### config.mk
export PLATFORM = sky130hd
export DESIGN_NAME = note_event_controller
export DESIGN_NICKNAME = d
export VERILOG_FILES = /design/src/rtl/note_event_controller.sv
export SDC_FILE = /design/constraint.sdc
export NUM_CORES = 1
export LEC_CHECK = 0
export ABC_AREA = 1
export CAP_MARGIN = 20
export CORE_AREA = 2 2 100 102
export CTS_CLUSTER_DIAMETER = 30
export DETAILED_ROUTE_END_ITERATION = 6
export DIE_AREA = 0 0 102 104
export PLACE_DENSITY_LB_ADDON = 0.1
export RECOVER_POWER = 100
export REMOVE_ABC_BUFFERS = 1
export SYNTH_ARGS = -nofsm -noshare
export SYNTH_HDL_FRONTEND = slang
export SYNTH_SLANG_ARGS = --single-unit
### constraint.sdc
create_clock -name clk -period 2.41 [get_ports clk]
set_input_delay 0.482 -clock clk [delete_from_list [all_inputs] [get_ports clk]]
set_output_delay 0.482 -clock clk [all_outputs]
set_load 0.005 [all_outputs]
### src/rtl/note_event_controller.sv
// ---------------------------------------------------------------------------
// note_event_controller
//
// Front end for the ADSR envelope generator. Parses a MIDI-style byte stream
// (Note On / Note Off for one channel, with running status) and runs a
// single-voice controller that issues note_on / note_off pulses. A new note
// is never started while the previous release is still running: a note that
// arrives during release is parked in a one-deep pending slot and launched
// when the generator reports env_done.
//
// Ports
//   clk        clock
//   rst_b      asynchronous active-low reset
//   in_data    stream byte
//   in_valid   in_data valid
//   in_ready   byte accepted when in_valid && in_ready
//   env_done   generator done (one-cycle high on the last RELEASE cycle)
//   env_busy   generator busy (status only, consistency check in simulation)
//   note_on    one-cycle start pulse to the generator
//   note_off   one-cycle release pulse to the generator
//   key        current note number
//   velocity   current note velocity
//   active     voice not idle
// ---------------------------------------------------------------------------
module note_event_controller #(
    parameter int unsigned CHANNEL = 0
) (
    input  logic       clk,
    input  logic       rst_b,
    input  logic [7:0] in_data,
    input  logic       in_valid,
    output logic       in_ready,
    input  logic       env_done,
    input  logic       env_busy,
    output logic       note_on,
    output logic       note_off,
    output logic [6:0] key,
    output logic [6:0] velocity,
    output logic       active
);

    localparam logic [3:0] CH = 4'(CHANNEL);

    typedef enum logic [1:0] {
        P_STATUS   = 2'd0,
        P_DATA1    = 2'd1,
        P_DATA2    = 2'd2,
        P_DISPATCH = 2'd3
    } parse_t;

    typedef enum logic [1:0] {
        V_IDLE = 2'd0,
        V_ON   = 2'd1,
        V_REL  = 2'd2
    } voice_t;

    // ---------------- parser state ----------------
    parse_t     parse_q, parse_d;
    logic       rs_valid_q, rs_valid_d;   // running status present
    logic       rs_on_q, rs_on_d;         // running status type: 1 = Note On
    logic [6:0] data1_q, data1_d;
    logic [6:0] data2_q, data2_d;
    logic       in_ready_q, in_ready_d;

    // ---------------- voice state ----------------
    voice_t     voice_q, voice_d;
    logic [6:0] key_q, key_d;
    logic [6:0] vel_q, vel_d;
    logic       pend_valid_q, pend_valid_d;
    logic [6:0] pend_key_q, pend_key_d;
    logic [6:0] pend_vel_q, pend_vel_d;
    logic       note_on_q, note_on_d;
    logic       note_off_q, note_off_d;
    logic       active_q, active_d;

    logic       accept;
    logic       dispatch;
    logic       ev_on;
    logic       done_seen;

    assign accept   = in_valid && in_ready_q;
    assign dispatch = (parse_q == P_DISPATCH);
    // Note On with velocity 0 is a Note Off.
    assign ev_on    = rs_on_q && (data2_q != 7'd0);
    // A done that coincides with our own note_off pulse belongs to an
    // envelope that was already finishing; ignoring it guarantees at least
    // two cycles between note_off and the following note_on.
    assign done_seen = env_done && (voice_q == V_REL) && !note_off_q;

    // ---------------- parser next state ----------------
    always_comb begin
        parse_d    = parse_q;
        rs_valid_d = rs_valid_q;
        rs_on_d    = rs_on_q;
        data1_d    = data1_q;
        data2_d    = data2_q;

        if (dispatch) begin
            parse_d = P_STATUS;
        end else if (accept) begin
            if (in_data[7]) begin
                if (in_data[7:3] == 5'b11111) begin
                    // Real-time byte: transparent to the parser.
                    parse_d = parse_q;
                end else if ((in_data[7:5] == 3'b100) && (in_data[3:0] == CH)) begin
                    // 0x8n / 0x9n on our channel: new running status.
                    rs_valid_d = 1'b1;
                    rs_on_d    = in_data[4];
                    parse_d    = P_DATA1;
                end else begin
                    // Any other status (other channel, other type, system
                    // common): following data bytes are not ours.
                    rs_valid_d = 1'b0;
                    parse_d    = P_STATUS;
                end
            end else begin
                case (parse_q)
                    P_STATUS: begin
                        if (rs_valid_q) begin
                            data1_d = in_data[6:0];
                            parse_d = P_DATA2;
                        end
                    end
                    P_DATA1: begin
                        data1_d = in_data[6:0];
                        parse_d = P_DATA2;
                    end
                    P_DATA2: begin
                        data2_d = in_data[6:0];
                        parse_d = P_DISPATCH;
                    end
                    default: parse_d = parse_q;
                endcase
            end
        end

        in_ready_d = (parse_d != P_DISPATCH);
    end

    // ---------------- voice next state ----------------
    always_comb begin
        voice_d      = voice_q;
        key_d        = key_q;
        vel_d        = vel_q;
        pend_valid_d = pend_valid_q;
        pend_key_d   = pend_key_q;
        pend_vel_d   = pend_vel_q;
        note_on_d    = 1'b0;
        note_off_d   = 1'b0;

        // Event first, so that a simultaneous env_done sees the updated
        // pending slot.
        if (dispatch) begin
            case (voice_q)
                V_IDLE: begin
                    if (ev_on) begin
                        key_d     = data1_q;
                        vel_d     = data2_q;
                        note_on_d = 1'b1;
                        voice_d   = V_ON;
                    end
                end
                V_ON: begin
                    if (ev_on) begin
                        pend_valid_d = 1'b1;
                        pend_key_d   = data1_q;
                        pend_vel_d   = data2_q;
                        note_off_d   = 1'b1;
                        voice_d      = V_REL;
                    end else if (data1_q == key_q) begin
                        note_off_d = 1'b1;
                        voice_d    = V_REL;
                    end
                end
                V_REL: begin
                    if (ev_on) begin
                        pend_valid_d = 1'b1;
                        pend_key_d   = data1_q;
                        pend_vel_d   = data2_q;
                    end else if (pend_valid_q && (data1_q == pend_key_q)) begin
                        pend_valid_d = 1'b0;
                    end
                end
                default: voice_d = V_IDLE;
            endcase
        end

        if (done_seen) begin
            if (pend_valid_d) begin
                key_d        = pend_key_d;
                vel_d        = pend_vel_d;
                pend_valid_d = 1'b0;
                note_on_d    = 1'b1;
                voice_d      = V_ON;
            end else begin
                voice_d = V_IDLE;
            end
        end

        active_d = (voice_d != V_IDLE);
    end

    // ---------------- registers ----------------
    always_ff @(posedge clk or negedge rst_b) begin
        if (!rst_b) begin
            parse_q      <= P_STATUS;
            rs_valid_q   <= 1'b0;
            rs_on_q      <= 1'b0;
            data1_q      <= 7'd0;
            data2_q      <= 7'd0;
            in_ready_q   <= 1'b0;
            voice_q      <= V_IDLE;
            key_q        <= 7'd0;
            vel_q        <= 7'd0;
            pend_valid_q <= 1'b0;
            pend_key_q   <= 7'd0;
            pend_vel_q   <= 7'd0;
            note_on_q    <= 1'b0;
            note_off_q   <= 1'b0;
            active_q     <= 1'b0;
        end else begin
            parse_q      <= parse_d;
            rs_valid_q   <= rs_valid_d;
            rs_on_q      <= rs_on_d;
            data1_q      <= data1_d;
            data2_q      <= data2_d;
            in_ready_q   <= in_ready_d;
            voice_q      <= voice_d;
            key_q        <= key_d;
            vel_q        <= vel_d;
            pend_valid_q <= pend_valid_d;
            pend_key_q   <= pend_key_d;
            pend_vel_q   <= pend_vel_d;
            note_on_q    <= note_on_d;
            note_off_q   <= note_off_d;
            active_q     <= active_d;
        end
    end

    assign in_ready = in_ready_q;
    assign note_on  = note_on_q;
    assign note_off = note_off_q;
    assign key      = key_q;
    assign velocity = vel_q;
    assign active   = active_q;

    // ---------------- simulation-only consistency check ----------------
    // The generator should report busy shortly after the voice leaves idle;
    // three consecutive active-but-not-busy cycles indicate a broken link.
`ifndef SYNTHESIS
    logic [1:0] busy_gap_q;

    always_ff @(posedge clk or negedge rst_b) begin
        if (!rst_b) begin
            busy_gap_q <= 2'd0;
        end else if (active_q && !env_busy) begin
            if (busy_gap_q != 2'd3) begin
                busy_gap_q <= busy_gap_q + 2'd1;
            end
        end else begin
            busy_gap_q <= 2'd0;
        end
    end

    always @(posedge clk) begin
        if (rst_b) begin
            assert (busy_gap_q != 2'd3)
                else $error("note_event_controller: active without env_busy for more than 2 cycles");
        end
    end
`endif

endmodule

==> results of run 1 <==
-- synth_stat cells, drive strengths merged --
library cell | instances | area [sq um]
o211ai | 1 | 7.51
a21boi | 1 | 7.51
a22oi | 1 | 7.51
xor2 | 4 | 35.0
inv | 45 | 169
nor3 | 6 | 30.0
nand3 | 6 | 30.0
or2 | 2 | 12.5
clkbuf | 4 | 25.0
nand3b | 1 | 7.51
xnor2 | 3 | 26.3
o21ai | 46 | 268
ha | 8 | 100
buf | 7 | 88.8
nor2 | 14 | 52.6
nand4 | 3 | 18.8
nand2 | 131 | 504
dfrtp | 53 | 1330
o22ai | 2 | 12.5
a21oi | 5 | 36.3
-- worst reg2reg max path, stage by stage, from the launching register on --
cell and delay, ns:
dfrtp_1 0.42, nor2_1 0.12, nand2_1 0.09, o21ai_0 0.41, inv_2 0.10, nand2_4 0.19, buf_4 0.26, nand2_1 0.08
o21ai_0 0.12, nand2_1 0.08, nand2_1 0.07
-- where the power goes --
part           internal (mW)  switching [mW]
Sequential              1.05           0.152
Clock                  0.211           0.329
Combinational          0.296           0.422
-- worst max-delay path by stage --
stage                from        to  slack [ns]  cells past startpoint
2_1_floorplan  voice_q[1]    key[0]        0.65                      9
3_3_place_gp   in_data[7]  in_ready        0.31                     10
5_1_grt        data2_q[3]    key[4]        0.14                     10
6_report       data2_q[4]    key[3]        0.41                     10
3_5_place_dp   in_data[7]  in_ready        0.31                     10
4_1_cts        voice_q[0]    key[1]        0.45                     12
-- sequential cells by signal (all words and copies together), names as in the netlist, 2 cells and up --
register	count
parse_q	2
velocity	7
voice_q	2
data2_q	7
pend_vel_q	7
key	7
data1_q	7
pend_key_q	7
-- per-layer routing --
metal / share of wire [%] / track usage [%] / up-vias
met5: 0 / 0 / -
met4: 0.98 / 2.86 / 0
met3: 1.8 / 2.22 / 5
met2: 47 / 22.0 / 16
met1: 50 / 18.5 / 1033
li1: - / - / 1128
-- through the flow --
| step | cells | area [sq um] | worst slack, ns | total power, mW | utilization [%] |
|---|---|---|---|---|---|
| finish | 509 | 3220 | 0.414 | 2.46 | 33.7 |
| detailed placement | 501 | 3160 | 0.310 | 1.99 | 33.0 |
| global route | 509 | 3220 | 0.143 | 2.70 | 33.7 |
| global placement | 501 | 3160 | 0.311 | 1.98 | 33.0 |
| floorplan | 332 | 2650 | 0.654 | 1.71 | - |
| CTS | 509 | 3250 | 0.449 | 2.54 | 34.0 |
-- layout make-up --
class                      count  area, sq um  area share [%]
sequential                    53         1330            41.2
multi-input combinational    234         1130            35.3
timing repair buffer          36          327            10.2
inverter                      45          169            5.25
tap                          133          166            5.18
clock buffer                   5         68.8            2.14
clock inverter                 3         25.0           0.778
-- kinds of logic (layout without fill, tap and decap cells) --
logic type	Yosys count	in the layout
xor+xnor	7	7
buf+inv	56	89
flops	53	53
compound gates	56	56
simple gates	163	163
fa+ha+maj	8	8
==> results.cfg, run 1 <==
[run_status]
status = completed

[floorplan]
start_util_pct = 29.0
core.rowCount = 36
fp.coreArea_sq_um = 9550
io_pins = 31
die-area_sq_um = 10600
die_h_um = 104
chipWidth_um = 102

[clock_tree]
cts_tree = done
postCtsSetupBuffers = 0
clockRootBuffer = clkbuf_8
clk_path_buf_depth = 2
cts_buffers = 5
htree_levels = 2
path_clk_slew_ns = 0.11
postCtsResizedCells = 0
clk_latency_ns = 0.32
cts_num_sinks = 53
cts-hold-fix-buffers = 0

[logic_synthesis]
synthCells = 343
syn_avg_cell_area_sq_um = 8.06
ys_types = 28
synth_compound_area_share_pct = 12.3
synth_seq_cells = 53
synthMuxAreaShare_pct = 0
synth-xor-area-share_pct = 2.22
synth_top_family_by_area = simple AND/OR/NAND/NOR gates
syn_area_sq_um = 2770
yosysSeqAreaShare_pct = 48.0
yosys_warnings = 0
synthSimpleGateAreaFrac_pct = 23.7
synth_adder_area_share_pct = 3.62

[worst_setup_path]
r2r_start = data2_q[4]
crit_buf_inv = 2
cp.arrival_ns = 2.25
cp-start-kind = register
r2r_setup_slack_ns = 0.41
path_delay_family = simple AND/OR/NAND/NOR gates
path_class = reg2reg
critPathMaxStageDelay_ns = 0.42
r2r_cells = 10
crit_fanout = 19
worstPathRequired_ns = 2.67
r2r-end = key[3]
crit_chain = nor2_1 > nand2_1 > o21ai_0 > inv_2 > nand2_4 > buf_4 > nand2_1 > o21ai_0 > nand2_1 > nand2_1
critical-path-slowest-cell = dfrtp_1
path_common_cell = nand2_1
endpoint_kind = register

[detailed_routing]
via_count = 2182
drt-total-wl_um = 6400
wl_per_cell_um = 12.6
drtAntennaViolNets = 0
first_iter_violations = 65
drc_errors = 0
drt-pass1-iter-count = 4
via_per_inst = 4.29

[grt]
grt_pass1_vias = 2272
grt_use_total_pct = 13.4
grt_first_pass_wirelength_um = 11200
grt_antenna_before_repair = 0
grt_max_degree = 20
grt_overflow = 0

[timing]
worst_pin_slew_ns = 1.12
setup-tns-final_ns = 0
hold_viol_final = 0
hold_slack_ns = 0.349
rsz0062_at_grt = no
slew-limit-headroom_pct = 25.5
fin_crit_sh_pct = 82.8
final.setup_skew_ns = 0.0185
setup_viol = 0
fmax_ghz = 0.501
finalMaxSlewViolations = 0
finalCriticalPeriod_ns = 2.00

[layout]
final_common_cell = nand2_1
drive_gt1_share_pct = 6.91
area_delta_synth_final_pct = 16.3
nNetsFinal = 396
antenna-diode-count = 0
final_cell_mix = 128 x nand2_1, 53 x dfrtp_1, 42 x inv_1, 42 x o21ai_0, 19 x dlygate4sd3_1
nFillCells = 1075

[worst_hold_path]
hp-class = in2async

[power_and_ir_drop]
irDropWorstVdd_mv = 0.284
cellLeakagePower_nw = 1.63
powerDensity_nw_per_um2 = 764

[place]
dp_hpwl_um = 4780
place_congestion = 0.760
portBuffers = 29

[run]
drv_cap = 0
(Power assumes the default switching activity.)
==> run 2: changes to the inputs <==
==> constraint.sdc (replaced) <==
create_clock -name clk -period 2.1 [get_ports clk]
set_input_delay 0.42 -clock clk [delete_from_list [all_inputs] [get_ports clk]]
set_output_delay 0.42 -clock clk [all_outputs]
set_load 0.005 [all_outputs]
==> run 2 against run 1 <==
  * Global-route usage decreased by 0.32 points
  * Clock skew is 0.0044 ns lower
  * Worst hold slack worse by 0.082 ns
  * Cell area is 1.6% higher
  * Non-clock buffer count up 3
  * Routed wire length grew 0.23%
  * Via count shrank 0.23%
  * First-iteration DRC count is 29% higher
  * Clock power rose by 13%
  * Combinational power increased by 20%
  * Fmax up 5.4%
==> results.cfg, run 2 (synthesized netlist as in run 1, its figures left out) <==
[clock_tree]
cts-hold-fix-buffers = 0
path_clk_slew_ns = 0.10
cts_buffers = 5
clk_latency_ns = 0.31
clockRootBuffer = clkbuf_8
cts_num_sinks = 53
clk_path_buf_depth = 2
htree_levels = 2
cts_tree = done

[worst_setup_path]
cp-start-kind = register
r2r-end = key[6]
cp.arrival_ns = 2.10
r2r_cells = 12
critical-path-slowest-cell = dfrtp_1
path_delay_family = simple AND/OR/NAND/NOR gates
critPathMaxStageDelay_ns = 0.41
worstPathRequired_ns = 2.31
path_common_cell = nand2_1
r2r_setup_slack_ns = 0.21
endpoint_kind = register
path_class = reg2reg
r2r_start = voice_q[0]
crit_fanout = 15
crit_chain = inv_1 > ha_1 > nand2_1 > inv_2 > nand4_1 > nor3_1 > nand2_1 > nand2_2 > a21oi_4 > inv_4 > nand2_1 > nand2_1
crit_buf_inv = 3

[detailed_routing]
drc_errors = 0
met3_length_um = 143
first_iter_violations = 84
drt-total-wl_um = 6410
drtAntennaViolNets = 0
via_count = 2177
via_per_inst = 4.25
top_layer_used = met4
wl_per_cell_um = 12.5
wl_met2_um = 3030
drt-pass1-iter-count = 4
wl_met1_um = 3180

[power_and_ir_drop]
irDropWorstVdd_mv = 0.356
cellLeakagePower_nw = 1.66
powerDensity_nw_per_um2 = 869

[layout]
area_delta_synth_final_pct = 18.2
final_util_pct = 34.2
final_common_cell = nand2_1
nFillCells = 1070
drive_gt1_share_pct = 7.92
fin_area_sq_um = 3270
final_cell_mix = 128 x nand2_1, 53 x dfrtp_1, 43 x inv_1, 41 x o21ai_0, 19 x dlygate4sd3_1
nNetsFinal = 399
antenna-diode-count = 0

[timing]
hold_slack_ns = 0.267
rsz0062_at_grt = no
fmax_ghz = 0.528
fin_crit_sh_pct = 90.1
setup_viol = 0
finalCriticalPeriod_ns = 1.89
slew-limit-headroom_pct = 29.3
finalMaxSlewViolations = 0
worst_pin_slew_ns = 1.06
final.setup_skew_ns = 0.0141
setup-tns-final_ns = 0
hold_viol_final = 0

[floorplan]
die-area_sq_um = 10600
fp.coreArea_sq_um = 9550
core.rowCount = 36
io_pins = 31
start_util_pct = 29.0
die_h_um = 104
chipWidth_um = 102

[worst_hold_path]
hp-class = in2async

[grt]
grt_pass1_vias = 2246
grt_antenna_before_repair = 0
grt_max_degree = 38
grt_use_total_pct = 13.1
grt_overflow = 0
grt_first_pass_wirelength_um = 11000

[run]
drv_cap = 0

[place]
dpl_cell_area_sq_um = 3200
dp_hpwl_um = 4690
place_congestion = 0.772
portBuffers = 29

[run_status]
status = completed
[run 2: cell types whose count changed in the layout (fill, tap and decap cells not counted), sizes merged]
cell	before	now
buf	4	6
clkbuf	9	10
[run 2: worst max path at each step]
| stage | from | to | cells past startpoint |
|---|---|---|---|
| floorplan | voice_q[1] | key[0] | 9 |
| global placement | in_data[7] | in_ready | 10 |
| detailed placement | in_data[7] | in_ready | 10 |
| CTS | voice_q[0] | key[6] | 12 |
| global route | voice_q[0] | key[5] | 12 |
| finish | voice_q[0] | key[6] | 12 |
[run 2: area by class of cell]
| cell class | instances | area, sq um | area share, % |
|---|---|---|---|
| flip-flops and latches | 53 | 1330 | 40.6 |
| multi-input cells | 234 | 1140 | 34.8 |
| repair buffers | 39 | 377 | 11.5 |
| inverters | 45 | 171 | 5.25 |
| well taps | 133 | 166 | 5.09 |
| clock buffers | 5 | 68.8 | 2.11 |
| clock inverters | 3 | 21.3 | 0.651 |
[run 2: routing by layer]
metal / vias to the layer above / global-route usage (%)
met5: - / 0
met4: 0 / 3.05
met3: 5 / 2.28
met2: 21 / 20.9
met1: 1019 / 18.4
li1: 1132 / -
[run 2: power breakdown]
part | internal, mW | switching [mW]
clock | 0.238 | 0.370
combinational | 0.356 | 0.506
sequential | 1.20 | 0.167
total | 1.80 | 1.04
[run 2: repair_timing]
item                                    4_1_cts  5_1_grt
gates resized for setup                       0        3
buffers inserted                              0        1
endpoints found under the setup margin        0       15
[run 2: through the flow]
| stage | power [mW] | cells | setup slack (ns) |
|---|---|---|---|
| 2_1_floorplan | 1.96 | 332 | 0.344 |
| 3_3_place_gp | 2.29 | 503 | 0.0624 |
| 3_5_place_dp | 2.30 | 503 | 0.0619 |
| 4_1_cts | 2.92 | 511 | 0.101 |
| 5_1_grt | 3.10 | 512 | 0.0188 |
| 6_report | 2.84 | 512 | 0.207 |
==> run 3: changes to the inputs <==
--- a/config.mk
+++ b/config.mk
@@ -8,7 +8,6 @@
 export ABC_AREA = 1
 export CAP_MARGIN = 20
 export CORE_AREA = 2 2 100 102
-export CTS_CLUSTER_DIAMETER = 30
 export DETAILED_ROUTE_END_ITERATION = 6
 export DIE_AREA = 0 0 102 104
 export PLACE_DENSITY_LB_ADDON = 0.1
==> results of run 3 <==
No change in the layout: final DEF, timing and power equal those of run 2.
